`src/rtl/qspi_flash_reader.sv`:
```
// qspi_flash_reader: single-lane SPI (mode 0) reader issuing READ (0x03)
// with a 24-bit address and returning DATA_BYTES bytes little-endian.
//
// Ports:
//   clk, rst             clock and synchronous active-high reset
//   req_valid/req_ready  request handshake, req_addr captured on accept
//   resp_valid           one-cycle pulse, resp_data held until next pulse
//   cs, sclk, si, so     flash pins (cs active low, sclk idle low)
//   wp, hold             flash control pins, tied inactive (high)

`ifndef XLEN
`define XLEN 64
`endif

module qspi_flash_reader #(
    parameter int DATA_BYTES = `XLEN / 8,
    parameter int CS_GAP     = 2
) (
    input  logic                    clk,
    input  logic                    rst,
    input  logic                    req_valid,
    output logic                    req_ready,
    input  logic [23:0]             req_addr,
    output logic                    resp_valid,
    output logic [8*DATA_BYTES-1:0] resp_data,
    output logic                    cs,
    output logic                    sclk,
    output logic                    si,
    input  logic                    so,
    output logic                    wp,
    output logic                    hold
);

    localparam int DW    = 8 * DATA_BYTES;
    localparam int NBITS = 32 + DW;
    localparam int CW    = $clog2(NBITS + 1);
    localparam int GMAX  = (CS_GAP < 1) ? 1 : CS_GAP;
    localparam int GW    = $clog2(GMAX + 2);

    localparam logic [CW-1:0] LAST_BIT = CW'(NBITS - 1);
    localparam logic [CW-1:0] HDR_BITS = CW'(32);
    localparam logic [GW-1:0] GAP_LAST = GW'(GMAX);
    localparam logic [7:0]    CMD_READ = 8'h03;

    typedef enum logic [1:0] {
        IDLE,
        SHIFT,
        GAP
    } state_t;

    state_t          state;
    logic [CW-1:0]   bit_idx;
    logic            phase_h;
    logic [31:0]     tx_sr;
    logic [DW-2:0]   rx_sr;
    logic [DW-1:0]   rx_next;
    logic [DW-1:0]   rx_swap;
    logic [GW-1:0]   gap_cnt;

    assign wp   = 1'b1;
    assign hold = 1'b1;

    // Receive register fills MSB-first across the whole read; the first
    // byte received ends up in the top byte of rx_next.
    assign rx_next = {rx_sr, so};

    // Reorder so the first received byte lands in resp_data[7:0].
    always_comb begin
        rx_swap = '0;
        for (int k = 0; k < DATA_BYTES; k++) begin
            rx_swap[8*k +: 8] = rx_next[DW-8-8*k +: 8];
        end
    end

    always_ff @(posedge clk) begin
        if (rst) begin
            state      <= IDLE;
            req_ready  <= 1'b1;
            cs         <= 1'b1;
            sclk       <= 1'b0;
            si         <= 1'b0;
            resp_valid <= 1'b0;
            resp_data  <= '0;
            bit_idx    <= '0;
            phase_h    <= 1'b0;
            tx_sr      <= '0;
            rx_sr      <= '0;
            gap_cnt    <= '0;
        end else begin
            resp_valid <= 1'b0;
            unique case (state)
                IDLE: begin
                    if (req_valid) begin
                        state     <= SHIFT;
                        req_ready <= 1'b0;
                        cs        <= 1'b0;
                        sclk      <= 1'b0;
                        si        <= CMD_READ[7];
                        // Remaining header bits; zeros shift in behind
                        // them so si is 0 during the data phase.
                        tx_sr     <= {CMD_READ[6:0], req_addr, 1'b0};
                        bit_idx   <= '0;
                        phase_h   <= 1'b0;
                        rx_sr     <= '0;
                    end
                end
                SHIFT: begin
                    if (!phase_h) begin
                        sclk    <= 1'b1;
                        phase_h <= 1'b1;
                    end else begin
                        // End of H phase: sample so, drop sclk, move si.
                        sclk    <= 1'b0;
                        phase_h <= 1'b0;
                        if (bit_idx >= HDR_BITS) begin
                            rx_sr <= rx_next[DW-2:0];
                        end
                        if (bit_idx == LAST_BIT) begin
                            state      <= GAP;
                            cs         <= 1'b1;
                            si         <= 1'b0;
                            resp_valid <= 1'b1;
                            resp_data  <= rx_swap;
                            gap_cnt    <= GW'(1);
                        end else begin
                            bit_idx <= bit_idx + CW'(1);
                            si      <= tx_sr[31];
                            tx_sr   <= {tx_sr[30:0], 1'b0};
                        end
                    end
                end
                GAP: begin
                    // The resp_valid cycle is the first gap cycle.
                    if (gap_cnt >= GAP_LAST) begin
                        state     <= IDLE;
                        req_ready <= 1'b1;
                    end else begin
                        gap_cnt <= gap_cnt + GW'(1);
                    end
                end
                default: begin
                    state     <= IDLE;
                    req_ready <= 1'b1;
                    cs        <= 1'b1;
                    sclk      <= 1'b0;
                    si        <= 1'b0;
                end
            endcase
        end
    end

endmodule
```
`config.mk`:
```
export PLATFORM = sky130hd
export DESIGN_NAME = qspi_flash_reader
export DESIGN_NICKNAME = d
export VERILOG_FILES = /design/src/rtl/qspi_flash_reader.sv
export SDC_FILE = /design/constraint.sdc
export NUM_CORES = 1
export LEC_CHECK = 0
export ABC_AREA = 1
export CORE_MARGIN = 2
export CORE_UTILIZATION = 60
export CTS_BUF_LIST = sky130_fd_sc_hd__clkbuf_4
export DETAILED_ROUTE_END_ITERATION = 10
export PLACE_DENSITY = 0.92
export SLEW_MARGIN = 20
export SYNTH_ARGS = -nofsm -noshare
export SYNTH_HDL_FRONTEND = slang
export SYNTH_SLANG_ARGS = --single-unit
```
`constraint.sdc`:
```
create_clock -name clk -period 2.8 [get_ports clk]
set_input_delay 0.42 -clock clk [delete_from_list [all_inputs] [get_ports clk]]
set_output_delay 0.42 -clock clk [all_outputs]
set_load 0.01 [all_outputs]
```
# ---- Word-level counts from Yosys, hierarchy flattened
# Cells that the tools add are included.
dict set report op_classes {
  n_addsub 2
  order_cmp 2
  n_eq_ne 10
  n_mux 34
  bitwise_logic 3
  reduce_logical 14
}
# op n
set ops {}
lappend ops {{$mux W63} 3}
lappend ops {{$pmux W63 S2} 1}
lappend ops {{$mux W32} 3}
lappend ops {{$pmux W32 S2} 1}
lappend ops {{$mux W7} 3}
lappend ops {{$reduce_and A4 Y1} 5}
lappend ops {{$mux W2} 7}
lappend ops {{$ne A2 B2 Y1 const B} 7}
lappend ops {{$pmux W7 S2} 1}
lappend ops {{$pmux W1 S3} 4}
lappend ops {{$reduce_and A3 Y1} 3}
lappend ops {{$mux W1} 8}
lappend ops {{$add A7 B1 Y7 const B} 1}
lappend ops {{$eq A7 B7 Y1 const B} 1}
lappend ops {{$ge A7 B6 Y1 const B} 1}
lappend ops {{$pmux W2 S3} 1}
lappend ops {{$pmux W2 S2} 1}
lappend ops {{$reduce_and A2 Y1} 2}
lappend ops {{$reduce_bool A2 Y1} 2}
lappend ops {{$not A1 Y1} 3}
lappend ops {{$reduce_or A3 Y1} 1}
lappend ops {{$add A2 B1 Y2 const B} 1}
lappend ops {{$eq A2 B1 Y1 const B} 1}
lappend ops {{$eq A2 B2 Y1 const B} 1}
lappend ops {{other kinds (3)} 3}
dict set report totals {
  regBits 176
  inputBits 28
  word_cells 77
}

# ---- Depth between registers and ports, before layout
# Gate-level depths: netlist of run 1.
dict set report depth {
  depth_word 4
  depth_mapped 9
}

# ---- Worst setup path after synthesis of run 1
# Ideal clock, no wire load.
dict set report synth_path {
  kind {register to register}
  from {register bit_idx[0]}
  to {register resp_data[17]}
  setup_time_ns 0.132
  arrival_time_ns 1.435
  required_ns 2.668
  slack_ns 1.233
  path_stages_with_launch 9
  path_buffers 2
  path_cell_list {dfxtp_1 ha_1 nand3_2 nor2_4 nand3_2 buf_2 buf_4 nand2_1 a21oi_1}
}
dict set report synth_between {
  elab_chain_cells 2
}
# element line
set synth_lines {}
lappend synth_lines {{start: declaration} 52} ;# logic [CW-1:0] bit_idx;
lappend synth_lines {{start signal: assignment} 126} ;# bit_idx <= bit_idx + CW'(1);
lappend synth_lines {{$eq A7 B7 Y1} 118} ;# if (bit_idx == LAST_BIT) begin
lappend synth_lines {{$reduce_and A3 Y1 (no line)} -}
lappend synth_lines {{end signal: assignment} 123} ;# resp_data <= rx_swap;
lappend synth_lines {{end: declaration} 25} ;# output logic [8*DATA_BYTES-1:0] resp_data,
# No other way between the ends.
# A chain may end at the register's enable or synchronous reset.

# ---- Final worst setup path of run 1
dict set report layout_path {
  from {register state[1]}
  to {register gap_cnt[0]}
}
dict set report layout_between {
  elab_chain_cells 3
  word_cells_on_any_way 8
  cone_classes {5 x eq/ne; 1 x mux; 2 x reduce/logical}
}
# element line
set layout_lines {}
lappend layout_lines {{start: declaration} 51} ;# state_t state;
lappend layout_lines {{start signal: assignment} 77} ;# state <= IDLE;
lappend layout_lines {{start signal: assignment} 94} ;# state <= SHIFT;
lappend layout_lines {{start signal: assignment} 119} ;# state <= GAP;
lappend layout_lines {{$eq A2 B2 Y1 or $eq A2 B1 Y1 (tied branches)} 91} ;# unique case (state)
lappend layout_lines {{$ne A2 B2 Y1 (no line) or $reduce_bool A2 Y1 (tied branches)} -}
lappend layout_lines {{$reduce_and A4 Y1 (no line)} -}
lappend layout_lines {{end signal: assignment} 138} ;# gap_cnt <= gap_cnt + GW'(1);
lappend layout_lines {{end: declaration} 58} ;# logic [GW-1:0] gap_cnt;
# Parallel ways exist; a longest one is shown, timed or not.

==> out/qor.yml, run 1 <==
status:
  outcome: "finished clean"
synthesis:
  synthArstFlopShare_pct: 0
  synth-seq-area-share_pct: 51.3
  synth_edf_count: 0
  ys_ff_latch: 175
  syn_avg_cell_area_um2: 7.61
  synth.distinct_cells: 29
  yosys.area.top_type: "dfxtp_1"
  netlist_instances: 897
  netlist_top_cells_area: "dfxtp_1 51%, nand2_1 17%, a21oi_1 11%"
  synthFlopType: "dfxtp_1"
  ys_warn_count: 0
  post-synth-top-count-cell: "nand2_1"
  mappedNetlistArea_um2: 6830
  synth_commonest_cells: "302 x nand2_1, 175 x dfxtp_1, 144 x a21oi_1, 64 x nand4_1, 63 x nor2_1"
  yosysTopAreaCellShare_pct: 51.3
layout:
  area_growth_pct: 16.1
  drive_gt1_share_pct: 5.93
  num-nets-final: 980
  finish.utilization_pct: 72.2
  stdcell_count: 1102
  fill_cells: 887
  stdcell_area_um2: 7930
die:
  num_io_pins: 99
  coreArea_um2: 11000
  die_h_um: 111
  start_util_pct: 62.2
  row_count: 38
  dieArea_um2: 12300
  die_x_um: 111
global_routing:
  grt_pass1_wl_um: 24700
  grt_use_total_pct: 23.7
  first_global_vias: 5560
  grt_remaining_overflow: 0
  antenna_found_initial: 1
  grt_max_degree: 146
pwr:
  power_density_nw_per_um2: 545
  ir_drop_mv: 0.487
  total_power_mw: 4.33
  p_leak_nw: 2.70
cts:
  clock-sinks: 175
  clk_pin_slew_ps: 140
  holdBufCountCts: 0
  cts_tree: "built"
  cts_root_buf: "clkbuf_4"
  ctsResizeCount: 0
  cts_buffers: 17
  cts_buffer_depth: 2
  post-cts-setup-buffer-count: 0
  cts_htree_levels: 4
  clk_latency_ps: 540
placed_design:
  gp_congestion: 0.806
  dp.cells: 1070
  port_buffers: 96
  dpl_cell_area_um2: 7680
  pre_cts_ws_ps: 534
  hpwlAfterDp_um: 8580
timing:
  slew_headroom_pct: 50.2
  setup_ws_ps: 509
  worstMarginPinSlew_ps: 747
  period_minus_slack_ps: 2290
  slew_viol_final: 0
  worst_hold_slack_ps: 459
  fin_crit_sh_pct: 81.8
  skew_ps: 24.0
  tns_ps: 0
  setup_viol: 0
  rsz0062_at_grt: "no"
  fmax_mhz: 436
  hold_viol: 0
detailed_routing:
  drtIter0Drc: 564
  top_layer: "met4"
  met1_length_um: 6620
  route.met2.wl_um: 7160
  num_vias: 6137
  via_per_inst: 5.57
  routedWlPerCell_um: 13.4
  drt-total-wl_um: 14700
  antenna_left: 0
  drc: 0
  dr.pass1.iters: 5
  wl_met3_um: 668
setup_path:
  crit_chain: "inv_2, nand2_4, inv_4, nand3_2, buf_4, nand2_1, o21ai_0, nor2_1"
  cpMaxStageDelayCell: "buf_4"
  reg2reg_from: "state[1]"
  path_class: "reg2reg"
  slowest_delay_ps: 550
  path_buf_inv: 3
  worstSetupStartpoint: "state[1]"
  critPathTopFamily: "buffers and inverters"
  crit_path_max_fanout: 68
  cp.required_ps: 3250
  crit_path_end_kind: "register"
  cp.arrival_ps: 2740
  startpoint_type: "register"
worst_hold_path:
  worstHoldPathType: "in2reg"
  worstHoldStart: "rst"
flow_run:
  drv_cap: 0
-- power by group --
group          internal (mW)  switching (mW)
sequential              2.55          0.0345
combinational          0.127           0.322
clock                  0.443           0.851
-- final cells by class --
cell class / count / area (um2) / area share (%)
Tap cell: 140 / 175 / 2.21
Sequential cell: 175 / 3500 / 44.2
Clock inverter: 13 / 118 / 1.48
Multi-Input combinational cell: 636 / 2900 / 36.5
Timing Repair Buffer: 102 / 1030 / 13.0
Inverter: 17 / 70.1 / 0.883
Antenna cell: 1 / 2.50 / 0.0315
Clock buffer: 18 / 135 / 1.70
-- flip-flops by register name (all words and copies together) (netlist names), 2 cells and up --
signal and flops:
resp_data 64, rx_sr 63, tx_sr 31, bit_idx 7, gap_cnt 2, state 2
-- per-layer routing --
| metal | GRT usage [%] | vias up |
|---|---|---|
| li1 | - | 3061 |
| met1 | 29.8 | 2866 |
| met5 | 0 | - |
| met2 | 40.0 | 184 |
| met3 | 4.81 | 26 |
| met4 | 9.33 | 0 |
-- placed cells by master, fill, tap and decap left out, types with 8 or more instances in the layout --
cell type	synthesis	layout
clkinvlp_4	0	8
nand3_1	10	10
nand2_1	302	302
o21ai_0	32	32
dfxtp_1	175	174
clkdlybuf4s50_1	0	95
clkbuf_4	0	18
nand4_1	64	64
nor2_1	63	63
a21oi_1	144	144
inv_1	11	11
-- cells by family (layout without fill, tap and decap cells) --
kind of cell	after synthesis	in the layout	share of synthesized area (%)
flops	175	175	51.3
simple gates	452	452	28.5
other cells	1	3	0.0549
fa+ha+maj	3	3	0.550
compound gates	177	177	13.0
buf+inv	87	150	6.32
xor+xnor	2	2	0.257
-- path summary, 6_finish.rpt --
kind                     end  slack [ps]  depth (start not counted)
setup / recovery  gap_cnt[0]         510                          8
hold / removal          sclk         460                          3
setup reg to reg  gap_cnt[0]         510                          8
hold reg to reg    tx_sr[29]         470                          2
-- worst register-to-register path: stages, from the launching register on --
cell and delay [ps]:
dfxtp_1 440, inv_2 80, nand2_4 300, inv_4 220, nand3_2 160, buf_4 550, nand2_1 200, o21ai_0 200
nor2_1 50
Power figures use the tool's default switching activity.
==> inputs of run 2 (changes only) <==
--- a/config.mk
+++ b/config.mk
@@ -7,10 +7,10 @@
 export LEC_CHECK = 0
 export ABC_AREA = 1
 export CORE_MARGIN = 2
-export CORE_UTILIZATION = 60
+export CORE_UTILIZATION = 51
 export CTS_BUF_LIST = sky130_fd_sc_hd__clkbuf_4
 export DETAILED_ROUTE_END_ITERATION = 10
-export PLACE_DENSITY = 0.92
+export PLACE_DENSITY = 0.84
 export SLEW_MARGIN = 20
 export SYNTH_ARGS = -nofsm -noshare
 export SYNTH_HDL_FRONTEND = slang
==> constraint.sdc (replaced) <==
create_clock -name clk -period 2.02 [get_ports clk]
set_input_delay 0.303 -clock clk [delete_from_list [all_inputs] [get_ports clk]]
set_output_delay 0.303 -clock clk [all_outputs]
set_load 0.01 [all_outputs]
==> run 2 against run 1 <==
Combinational power is 50% higher. Design area increased by 2.5%. Setup slack lost 310 ps. Clock power grew 54%. Sequential share of layout area decreased by 1.1 points. Clock-buffer cell count is 1 lower. Via count fell by 1.3%. Sequential power increased by 39%. Flip-flop and latch count did not move. Clock skew is 4.6 ps lower. Core utilization fell by 10 points. Largest cell class unchanged. Largest power group unchanged.
==> out/qor.yml, run 2 (same netlist as run 1, synthesis figures left out) <==
placed_design:
  port_buffers: 96  # unchanged
  hpwlAfterDp_um: 8730  # +1.7%
  dpl_cell_area_um2: 7830  # +2.0%
  pre_cts_ws_ps: 172  # -362 ps
  gp_congestion: 0.795  # -1.3%
detailed_routing:
  drtIter0Drc: 574  # +1.8%
  num_vias: 6059  # -1.3%
  drt-total-wl_um: 15000  # +1.6%
  routedWlPerCell_um: 13.0  # -2.3%
  drc: 0  # unchanged
  dr.pass1.iters: 5  # unchanged
  antenna_left: 0  # unchanged
  via_per_inst: 5.28  # -5.1%
timing:
  setup_ws_ps: 198  # -311 ps
  tns_ps: 0  # unchanged
  slew_headroom_pct: 54.8  # +4.6 points
  rsz0062_at_grt: "no"
  hold_viol: 0  # unchanged
  skew_ps: 19.5  # -4.56 ps
  period_minus_slack_ps: 1820  # -469 ps
  worstMarginPinSlew_ps: 678  # -68.8 ps
  slew_viol_final: 0  # unchanged
  setup_viol: 0  # unchanged
  fin_crit_sh_pct: 90.2  # +8.4 points
  fmax_mhz: 549  # +26%
setup_path:
  startpoint_type: "register"
  cp.arrival_ps: 2290  # -450 ps
  reg2reg_from: "bit_idx[0]"
  r2r_cells: 8  # unchanged
  crit_path_end_kind: "register"
  crit_path_max_fanout: 17  # -75%
  cp.required_ps: 2490  # -760 ps
  path_class: "reg2reg"
  r2r-end: "resp_data[3]"
  rrSetupSlack_ps: 200  # -310 ps
die:
  num_io_pins: 99  # unchanged
  start_util_pct: 52.0  # -10 points
  row_count: 42  # +11%
  die_h_um: 120  # +8.2%
  dieArea_um2: 14300  # +17%
  coreArea_um2: 13100  # +20%
  die_x_um: 120  # +8.2%
layout:
  area_growth_pct: 19.0
  multiInputGateArea_um2: 2900  # about the same
  drive_gt1_share_pct: 6.80  # +0.87 points
  num-nets-final: 988  # +0.82%
  top_regs: "resp_data (64), rx_sr (63), tx_sr (31)"
  top_register: "resp_data"
  final_cell_mix: "302 x nand2_1, 174 x dfxtp_1, 144 x a21oi_1, 95 x clkdlybuf4s50_1, 64 x nand4_1"
  finish.utilization_pct: 61.9  # -10 points
  ff_latch_area_um2: 3500  # unchanged
  fill_cells: 1187  # +34%
  largest_reg_flops: 64  # unchanged
  final_common_cell: "nand2_1"
  stdcell_area_um2: 8130  # +2.5%
pwr:
  power_frac_comb_pct: 10.8  # +0.4 points
  p_sw_share_pct: 27.9  # about the same
  p_leak_nw: 2.80  # +3.5%
  total_power_mw: 6.25  # +44%
  ir_drop_mv: 0.489  # +0.51%
  p_clk_share_pct: 31.9  # +2.0 points
  power_density_nw_per_um2: 769  # +41%
  p_seq_share_pct: 57.3  # -2.4 points
  switchingPower_mw: 1.74  # +44%
  intPower_mw: 4.51  # +44%
global_routing:
  grt_pass1_wl_um: 24700  # about the same
  grt_use_total_pct: 20.8  # -2.8 points
  grt_remaining_overflow: 0  # unchanged
  first_global_vias: 5408  # -2.7%
  antenna_found_initial: 1  # unchanged
  grt_max_degree: 146  # unchanged
status:
  outcome: "finished clean"
cts:
  cts_root_buf: "clkbuf_4"
  ctsResizeCount: 0  # unchanged
  clock-sinks: 175  # unchanged
  clk_pin_slew_ps: 140  # about the same
  cts_buffers: 17  # unchanged
  holdBufCountCts: 0  # unchanged
  clk_latency_ps: 560  # +20 ps
  cts_htree_levels: 4  # unchanged
  post-cts-setup-buffer-count: 0  # unchanged
  cts_tree: "built"
  cts_buffer_depth: 2  # unchanged
worst_hold_path:
  hold_end: "cs"
  hold_path_depth: 3  # unchanged
  worstHoldStart: "rst"
  worstHoldPathType: "in2reg"
flow_run:
  drv_cap: 0  # unchanged
## run 2: how the worst max path moves through the flow
stage | from | to | slack [ps] | cells after the start
4_1_cts | bit_idx[0] | resp_data[3] | 100 | 8
5_1_grt | bit_idx[0] | resp_data[3] | 40 | 8
6_report | bit_idx[0] | resp_data[3] | 200 | 8
3_3_place_gp | req_valid | bit_idx[4] | 190 | 9
2_1_floorplan | bit_idx[0] | resp_data[17] | 450 | 8
3_5_place_dp | req_valid | bit_idx[4] | 170 | 9
## run 2: critical path: stages (launching register included)
cell and delay, ps:
dfxtp_1 420, ha_2 260, nand3_2 140, nor2_4 190
nand3_2 130, inv_4 180, buf_6 200, nand2_1 70
a21oi_1 160
## run 2: cell type report
cell class                 instances  share of cell area [%]
sequential                       175                    43.1
multi-input combinational        636                    35.7
timing repair buffer             110                    14.1
tap                              176                    2.71
clock inverter                    15                    1.97
clock buffer                      17                    1.57
inverter                          17                   0.877
antenna                            1                  0.0308
## run 2: through the flow
step           std cells  hold WS [ps]
2_1_floorplan        898           439
3_3_place_gp        1114           440
3_5_place_dp        1114           447
4_1_cts             1146           108
5_1_grt             1147           130
6_report            1147           156
## run 2: per-layer routing
layer | GRT usage, % | part of all wire [%] | vias to the layer above
met5 | 0 | 0 | -
met4 | 6.84 | 0.98 | 0
met3 | 4.42 | 3.7 | 12
met2 | 34.6 | 48 | 129
met1 | 27.1 | 47 | 2840
li1 | - | - | 3078
## run 2: power groups by stage
stage	sequential, mW	clock (mW)	combinational (mW)
floorplan	3.65	0	0.483
global placement	3.66	0	0.664
detailed placement	3.66	0	0.668
CTS	3.58	2.04	0.671
global route	3.60	2.18	0.746
finish	3.58	1.99	0.673
==> inputs of run 3 (changes only) <==
--- a/config.mk
+++ b/config.mk
@@ -6,11 +6,10 @@
 export NUM_CORES = 1
 export LEC_CHECK = 0
 export ABC_AREA = 1
-export CORE_MARGIN = 2
 export CORE_UTILIZATION = 51
 export CTS_BUF_LIST = sky130_fd_sc_hd__clkbuf_4
 export DETAILED_ROUTE_END_ITERATION = 10
-export PLACE_DENSITY = 0.84
+export PLACE_DENSITY_LB_ADDON = 0.12
 export SLEW_MARGIN = 20
 export SYNTH_ARGS = -nofsm -noshare
 export SYNTH_HDL_FRONTEND = slang
==> run 3 against run 2 <==
Core utilization increased by 1.8 points. Critical path depth decreased by 7. Clock-buffer cell count increased by 1. Design area increased by 0.45%. Largest power group unchanged.
==> out/qor.yml, run 3 (same netlist as run 1, synthesis figures left out) <==
layout:
  top_regs: "resp_data (64), rx_sr (63), tx_sr (31)"
  final_cell_mix: "302 x nand2_1, 174 x dfxtp_1, 144 x a21oi_1, 95 x clkdlybuf4s50_1, 64 x nand4_1"
  num-nets-final: 985  # -0.30%
  antenna_cells: 0  # -1
  largest_reg_flops: 64  # unchanged
  drive_gt1_share_pct: 6.41  # -0.39 points
  stdcell_count: 1139  # -0.70%
  final_common_cell: "nand2_1"
  area_growth_pct: 19.6
  stdcell_area_um2: 8170  # +0.45%
  top_register: "resp_data"
setup_path:
  crit_path_end_kind: "output pin"
  cp.required_ps: 1720  # -770 ps
  cpMaxStageDelayCell: "clkdlybuf4s50_1"
  cp.arrival_ps: 1510  # -780 ps
  rrSetupSlack_ps: 210  # about the same
  path_class: "reg2out"
  r2r_cells: 8  # unchanged
  critPathTopFamily: "buffers and inverters"
  startpoint_type: "register"
  slowest_delay_ps: 560  # +140 ps
  crit_path_max_fanout: 2  # -15
  path_buf_inv: 1  # -1
  crit_cells: 1  # -7
  crit_chain: "clkdlybuf4s50_1"
detailed_routing:
  antenna_left: 0  # unchanged
  drtIter0Drc: 653  # +14%
  num_vias: 6026  # -0.54%
  drc: 0  # unchanged
  routedWlPerCell_um: 13.3  # +2.3%
  via_per_inst: 5.29  # +0.15%
  drt-total-wl_um: 15200  # +1.6%
  dr.pass1.iters: 7  # +2
placed_design:
  gp_congestion: 0.820  # +3.1%
  dp.cells: 1107  # -0.63%
  dpl_cell_area_um2: 7800  # -0.35%
  hpwlAfterDp_um: 9200  # +5.4%
  pre_cts_ws_ps: 92.3  # -79.3 ps
  port_buffers: 96  # unchanged
global_routing:
  antenna_found_initial: 0  # -1
  first_global_vias: 5423  # +0.28%
  grt_max_degree: 146  # unchanged
  grt_use_total_pct: 22.4  # +1.6 points
  grt_remaining_overflow: 0  # unchanged
  grt_pass1_wl_um: 25600  # +3.7%
cts:
  post-cts-setup-buffer-count: 0  # unchanged
  ctsResizeCount: 0  # unchanged
  clk_latency_ps: 550  # about the same
  clk_pin_slew_ps: 130  # about the same
  cts_tree: "built"
  cts_htree_levels: 4  # unchanged
  holdBufCountCts: 0  # unchanged
  cts_root_buf: "clkbuf_4"
  cts_buffers: 17  # unchanged
  cts_buffer_depth: 2  # unchanged
  clock-sinks: 175  # unchanged
timing:
  setup_ws_ps: 210  # +11.8 ps
  setup_viol: 0  # unchanged
  worstMarginPinSlew_ps: 819  # +141 ps
  fmax_mhz: 552  # +0.65%
  hold_viol: 0  # unchanged
  tns_ps: 0  # unchanged
  slew_headroom_pct: 45.4  # -9.5 points
  rsz0062_at_grt: "no"
  slew_viol_final: 0  # unchanged
  fin_crit_sh_pct: 89.6  # -0.58 points
  skew_ps: 13.5  # -6.04 ps
  period_minus_slack_ps: 1810  # -11.8 ps
pwr:
  p_leak_nw: 2.82  # +0.75%
  ir_drop_mv: 0.956  # +95%
  power_density_nw_per_um2: 808  # +5.1%
  total_power_mw: 6.60  # +5.6%
die:
  dieArea_um2: 13900  # -3.3%
  die_h_um: 118  # -1.7%
  row_count: 41  # -2.4%
  coreArea_um2: 12800  # -2.4%
  start_util_pct: 53.3  # +1.3 points
  num_io_pins: 99  # unchanged
  die_x_um: 118  # -1.7%
status:
  outcome: "finished clean"
worst_hold_path:
  hold_path_depth: 3  # unchanged
  worstHoldPathType: "in2reg"
flow_run:
  drv_cap: 0  # unchanged
[run 3: changes by cell type in the layout (fill, tap and decap cells not counted), moves of 2 or more]
cell	change
inv_6	-3
inv_8	-2
clkinv_4	-2
clkinv_2	+3
buf_4	-3
bufinv_16	+4
[run 3: metal layers]
layer / vias up / GRT usage (%) / part of all wire (%)
li1: 3075 / - / -
met1: 2771 / 31.0 / 47
met2: 162 / 35.0 / 47
met3: 18 / 4.99 / 4.6
met4: 0 / 6.33 / 0.96
met5: - / 0 / 0
[run 3: per-stage QoR]
step | util [%] | hold WS [ps]
final | 63.7 | 325
after global routing | 63.7 | 337
after CTS | 63.6 | 334
after detailed placement | 60.9 | 441
after global placement | 60.9 | 439
after floorplan | - | 439
[run 3: worst paths after layout]
path | from | end
max | resp_data[63] | resp_data[63]
min | rst | tx_sr[1]
max reg2reg | bit_idx[0] | gap_cnt[0]
min reg2reg | req_ready | req_ready
[run 3: final cells by class]
class	count	area [um2]
multi-input combinational	636	2900
timing repair buffer	107	1120
clock inverter	14	220
clock buffer	18	135
inverter	17	70.1
tap	172	215
sequential	175	3500
fill	1134	4660
[run 3: where the power goes]
| part | switching, mW | internal (mW) | total, mW |
|---|---|---|---|
| registers | 0.0464 | 3.53 | 3.58 |
| clock network | 1.13 | 1.23 | 2.35 |
| logic | 0.453 | 0.213 | 0.666 |
[run 3: worst min-delay path, cell delays in order]
cell     delay (ps)
buf_4           130
buf_12          230
a21oi_1         180
